--- config.mk ---
export PLATFORM = sky130hd
export DESIGN_NAME = alu_scheduler
export DESIGN_NICKNAME = d
export VERILOG_FILES = /design/src/rtl/alu_scheduler.sv
export SDC_FILE = /design/constraint.sdc
export NUM_CORES = 1
export LEC_CHECK = 0
export ABC_AREA = 0
export BUFFER_PORTS_ARGS = -buffer_cell sky130_fd_sc_hd__buf_4
export CAP_MARGIN = 20
export CORE_MARGIN = 8
export CORE_UTILIZATION = 54
export CTS_BUF_LIST = sky130_fd_sc_hd__clkbuf_8
export DETAILED_ROUTE_END_ITERATION = 16
export GPL_ROUTABILITY_DRIVEN = 1
export PLACE_DENSITY = 0.82
export SYNTH_ARGS = -nofsm -noshare
export SYNTH_HDL_FRONTEND = slang
export SYNTH_SLANG_ARGS = --single-unit
--- constraint.sdc ---
create_clock -name clk -period 3.2 [get_ports clk]
set_input_delay 0.16 -clock clk [delete_from_list [all_inputs] [get_ports clk]]
set_output_delay 0.16 -clock clk [all_outputs]
set_load 0.02 [all_outputs]
--- src/rtl/alu_scheduler.sv ---
// Two-requester front end for a serial-operand ALU: round-robin arbitration,
// byte-serial operand load, result collection and a tagged valid/ready response.
module alu_scheduler #(
    parameter int unsigned TIMEOUT_CYCLES = 64,
    parameter int unsigned CNT_W          = 8
) (
    input  logic        clk,
    input  logic        reset,
    input  logic        req0_valid,
    output logic        req0_ready,
    input  logic [1:0]  req0_op,
    input  logic [15:0] req0_opa,
    input  logic [7:0]  req0_opb,
    input  logic        req1_valid,
    output logic        req1_ready,
    input  logic [1:0]  req1_op,
    input  logic [15:0] req1_opa,
    input  logic [7:0]  req1_opb,
    output logic        rsp_valid,
    input  logic        rsp_ready,
    output logic        rsp_id,
    output logic [1:0]  rsp_op,
    output logic [15:0] rsp_data,
    output logic        rsp_timeout,
    output logic        busy,
    output logic        alu_reset,
    output logic        alu_begin,
    output logic [1:0]  alu_op_code,
    output logic [7:0]  alu_inbus,
    input  logic [7:0]  alu_outbus,
    input  logic        alu_end
);

    typedef enum logic [2:0] {
        IDLE, ARST, LD0, LD1, LD2, WAIT_END, CAP1, RESP
    } state_t;

    state_t            state_q;
    logic              last_grant_q;
    logic              id_q;
    logic [1:0]        op_q;
    logic [15:0]       opa_q;
    logic [7:0]        opb_q;
    logic [7:0]        byte0_q;
    logic [CNT_W-1:0]  cnt_q;
    logic              arst_q;
    logic              begin_q;
    logic [1:0]        alu_op_q;
    logic [7:0]        inbus_q;
    logic [15:0]       data_q;
    logic              rvalid_q;
    logic              timeout_q;

    logic grant;
    logic accept;
    logic is_div;

    // On a tie the requester that did not win last time gets the grant.
    assign grant      = (req0_valid && req1_valid) ? !last_grant_q : req1_valid;
    assign req0_ready = (state_q == IDLE) && !reset && req0_valid && !grant;
    assign req1_ready = (state_q == IDLE) && !reset && req1_valid && grant;
    assign accept     = req0_ready || req1_ready;
    assign is_div     = (op_q == 2'b11);

    always_ff @(posedge clk) begin
        if (reset) begin
            state_q      <= IDLE;
            last_grant_q <= 1'b1;
            id_q         <= 1'b0;
            op_q         <= '0;
            opa_q        <= '0;
            opb_q        <= '0;
            byte0_q      <= '0;
            cnt_q        <= '0;
            arst_q       <= 1'b0;
            begin_q      <= 1'b0;
            alu_op_q     <= '0;
            inbus_q      <= '0;
            data_q       <= '0;
            rvalid_q     <= 1'b0;
            timeout_q    <= 1'b0;
        end else begin
            case (state_q)
                IDLE: begin
                    if (accept) begin
                        id_q         <= grant;
                        last_grant_q <= grant;
                        op_q         <= grant ? req1_op  : req0_op;
                        opa_q        <= grant ? req1_opa : req0_opa;
                        opb_q        <= grant ? req1_opb : req0_opb;
                        arst_q       <= 1'b1;
                        state_q      <= ARST;
                    end
                end
                ARST: begin
                    arst_q   <= 1'b0;
                    begin_q  <= 1'b1;
                    alu_op_q <= op_q;
                    inbus_q  <= is_div ? opa_q[15:8] : opa_q[7:0];
                    state_q  <= LD0;
                end
                LD0: begin
                    begin_q <= 1'b0;
                    inbus_q <= is_div ? opa_q[7:0] : opb_q;
                    state_q <= LD1;
                end
                LD1: begin
                    cnt_q <= '0;
                    if (is_div) begin
                        inbus_q <= opb_q;
                        state_q <= LD2;
                    end else begin
                        inbus_q <= '0;
                        state_q <= WAIT_END;
                    end
                end
                LD2: begin
                    cnt_q   <= '0;
                    inbus_q <= '0;
                    state_q <= WAIT_END;
                end
                WAIT_END: begin
                    cnt_q <= cnt_q + 1'b1;
                    // END has priority over the watchdog on its final cycle.
                    if (alu_end) begin
                        byte0_q <= alu_outbus;
                        if (op_q[1]) begin
                            state_q <= CAP1;
                        end else begin
                            data_q   <= {8'h00, alu_outbus};
                            rvalid_q <= 1'b1;
                            state_q  <= RESP;
                        end
                    end else if (cnt_q == CNT_W'(TIMEOUT_CYCLES - 1)) begin
                        timeout_q <= 1'b1;
                        data_q    <= '0;
                        rvalid_q  <= 1'b1;
                        state_q   <= RESP;
                    end
                end
                CAP1: begin
                    data_q   <= {byte0_q, alu_outbus};
                    rvalid_q <= 1'b1;
                    state_q  <= RESP;
                end
                RESP: begin
                    if (rsp_ready) begin
                        rvalid_q  <= 1'b0;
                        timeout_q <= 1'b0;
                        alu_op_q  <= '0;
                        state_q   <= IDLE;
                    end
                end
                default: state_q <= IDLE;
            endcase
        end
    end

    assign rsp_valid   = rvalid_q;
    assign rsp_id      = id_q;
    assign rsp_op      = op_q;
    assign rsp_data    = data_q;
    assign rsp_timeout = timeout_q;
    assign busy        = (state_q != IDLE);
    assign alu_reset   = reset || arst_q;
    assign alu_begin   = begin_q;
    assign alu_op_code = alu_op_q;
    assign alu_inbus   = inbus_q;

endmodule
==> results by group <==
Die
  – Core Rows: 30
  – Area of the core: 6640 um2
  – Die Wd: 97.9 um
  – I/O pin cnt: 102
  – Die height: 97.9 um
  – Die area: 9590 um2
  – Initial Utilization: 54.6%

Timing
  – Slew HR: 41.1%
  – Clock Skew: 0.0111 ns
  – Final hold violations: 0
  – RSZ-0062 raised after global routing: no
  – Setup TNS: 0 ns
  – Final Max Slew Viols: 0
  – Actual slew at the worst max-slew pin: 0.877 ns
  – Final Setup Violations: 0
  – Period utilization: 68.9%
  – Period minus WS final: 2.20 ns
  – Max frequency: 454 MHz

Setup path
  – Critical Path Source: state_q[0]
  – Worst Setup Path Type: reg2reg
  – R2R Path End: cnt_q[7]
  – Critical Path Start Type: register
  – CP Capture Type: register
  – Crit path capture: cnt_q[7]
  – R2R Path Start: state_q[0]
  – Worst path required time: 3.46 ns
  – Reg2Reg Depth: 4
  – Arrival time at the worst endpoint: 2.47 ns
  – R2r setup slk: 1.0 ns
  – Max Fanout on Critical Path: 22

Synthesis
  – List of most frequent post-synthesis cells: 77 x dfxtp_1, 49 x nand2_1, 39 x nor2_1
  – Average footprint of a synthesized cell: 9.47 um2
  – Cell with the most instances after synthesis: dfxtp_1
  – Flops & latches, synth: 77
  – Synth Net Count: 450
  – Cell Area, Synth: 3630 um2
  – Netlist cell types: 52
  – Synthesis Warnings: 0
  – Sequential fraction of the synthesis area: 42.5%
  – Top cell type's share of synthesized area: 42.5%
  – Synth top area cells: dfxtp_1 43%, mux2i_1 9.9%, a211oi_2 7.9%
  – Synth area leader: dfxtp_1
  – Cells after synthesis: 383
  – Number of synthesized flops with an enable pin: 0
  – Post-synth ARST share: 0%
  – Main synth FF type: dfxtp_1

Detailed routing
  – DRT Wirelength: 8780 um
  – Per-cell routed wire length: 15.8 um
  – Routed Antenna Nets: 0
  – Initial DRC Count: 230
  – DRC Markers: 0
  – Via density: 5.67
  – Routed vias: 3,155
  – DRT Pass-1 Iters: 4

CTS
  – Post-cts sizing count: 0
  – Post-CTS setup buffers: 0
  – Clock buffer count from CTS: 9
  – CTS root buffer: clkbuf_8
  – Hold_buf cts: 0
  – Clock sinks: 77
  – Worst skew pair latency: 0.35 ns
  – Clock transition at path regs: 0.08 ns
  – Max clock buf depth: 2
  – H-tree depth: 3
  – CTS tree: done

Final layout
  – Post-route cell area: 4550 um2
  – Area growth, synth to finish: 25.4%
  – Diodes inserted: 0
  – Fin nets: 538
  – Layout cells sized above 1: 32.8%
  – Register area: 1540 um2
  – Multi-input gate area: 1930 um2
  – # fillers: 547

Placed design
  – Gpl congestion: 0.827
  – I/O Buffers: 101
  – Placed cell areas: 4360 um2
  – DP Wirelength: 6460 um

Job
  – Max-cap violation count: 0

Pwr
  – Power Density: 497 nW/um2
  – Static leakage: 0.00184 uW
  – Maximum vdd drop: 329 uV

Global routing
  – Grt ovf: 0
  – Global-route wire length before repair: 14,200 um
  – Number of global-route vias before repair: 3,113
  – Gr usage total: 17.8%
  – Largest net degree at the start of global routing: 70
  – Initial antenna violation count: 0

Run status
  – Outcome: finished clean

Min path
  – Worst hold path class: in2reg
[layout by cell type (no fill, tap or decap), drive strengths merged, types with 2 or more instances in the layout]
cell / count
a31oi: 2
nand2: 49
mux2i: 36
a22o: 8
clkbuf: 9
or2: 3
clkinv: 3
a32o: 8
o211ai: 3
nand2b: 12
nand3: 17
or3: 4
buf: 103
and2: 3
o21ai: 5
o311ai: 2
nor3b: 2
o21a: 2
dfxtp: 77
a21oi: 22
a221o: 7
inv: 4
clkinvlp: 2
nand3b: 5
nor3: 4
a211oi: 27
nor2: 39
[layout make-up]
class,instances,area share [%]
inverters,3,0.248
repair buffers,103,17.0
flip-flops and latches,77,33.9
well taps,80,2.20
clock inverters,7,1.49
clock buffers,9,2.72
multi-input cells,277,42.4
[sequential cells by signal, indices dropped and copies added (netlist names), 2 cells and up]
name and count:
alu_inbus 8, opa_q 16, rsp_op 2, cnt_q 8, alu_op_code 2, opb_q 8, state_q 3, rsp_data 16
byte0_q 8
[worst min path at each step]
stage / cells after the start / endpoint / startpoint / slack, ns
2_1_floorplan: 1 / rsp_timeout / alu_end / 0.26
3_3_place_gp: 2 / rsp_timeout / alu_end / 0.41
3_5_place_dp: 2 / rsp_timeout / alu_end / 0.42
4_1_cts: 2 / rsp_timeout / alu_end / 0.06
5_1_grt: 2 / rsp_timeout / alu_end / 0.05
6_report: 2 / rsp_timeout / alu_end / 0.06
[cells by family after synthesis]
kind of cell,share of synthesized area (%)
and+or+nand+nor,19.6
AOI/OAI and AO/OA,22.5
DFF,42.5
muxes,10.2
buffers and inverters,4.55
xor gates and xnor gates,0.242
adders and majority gates,0.345
[critical path: stages, from the launching register on]
cell	delay, ns
dfxtp_1	0.79
nand3b_2	0.36
or3_4	0.48
or3_1	0.33
a21oi_1	0.16
[metrics by stage]
step	utilization (%)	hold WS [ns]	total power, uW	std cells	worst slack (ns)
6_report	68.5	0.0634	2260	556	0.995
5_1_grt	68.5	0.0532	2370	556	0.785
4_1_cts	68.5	0.0566	2270	556	1.03
3_5_place_dp	65.6	0.418	1580	540	1.05
3_3_place_gp	65.6	0.412	1560	540	1.13
2_1_floorplan	-	0.261	1430	383	1.32
[layer usage]
layer	global-route usage (%)	vias up	part of all wire, %
met2	31.9	95	51
met4	2.88	0	0.58
met5	0	-	0
li1	-	1568	-
met1	19.3	1486	41
met3	7.47	6	7.8
[report_power, final]
part / internal, uW / switching [uW] / total [uW]
registers: 1020 / 67.0 / 1090
logic: 219 / 247 / 467
clock network: 356 / 348 / 703
total: 1600 / 662 / 2260
(Power assumes the default switching activity.)
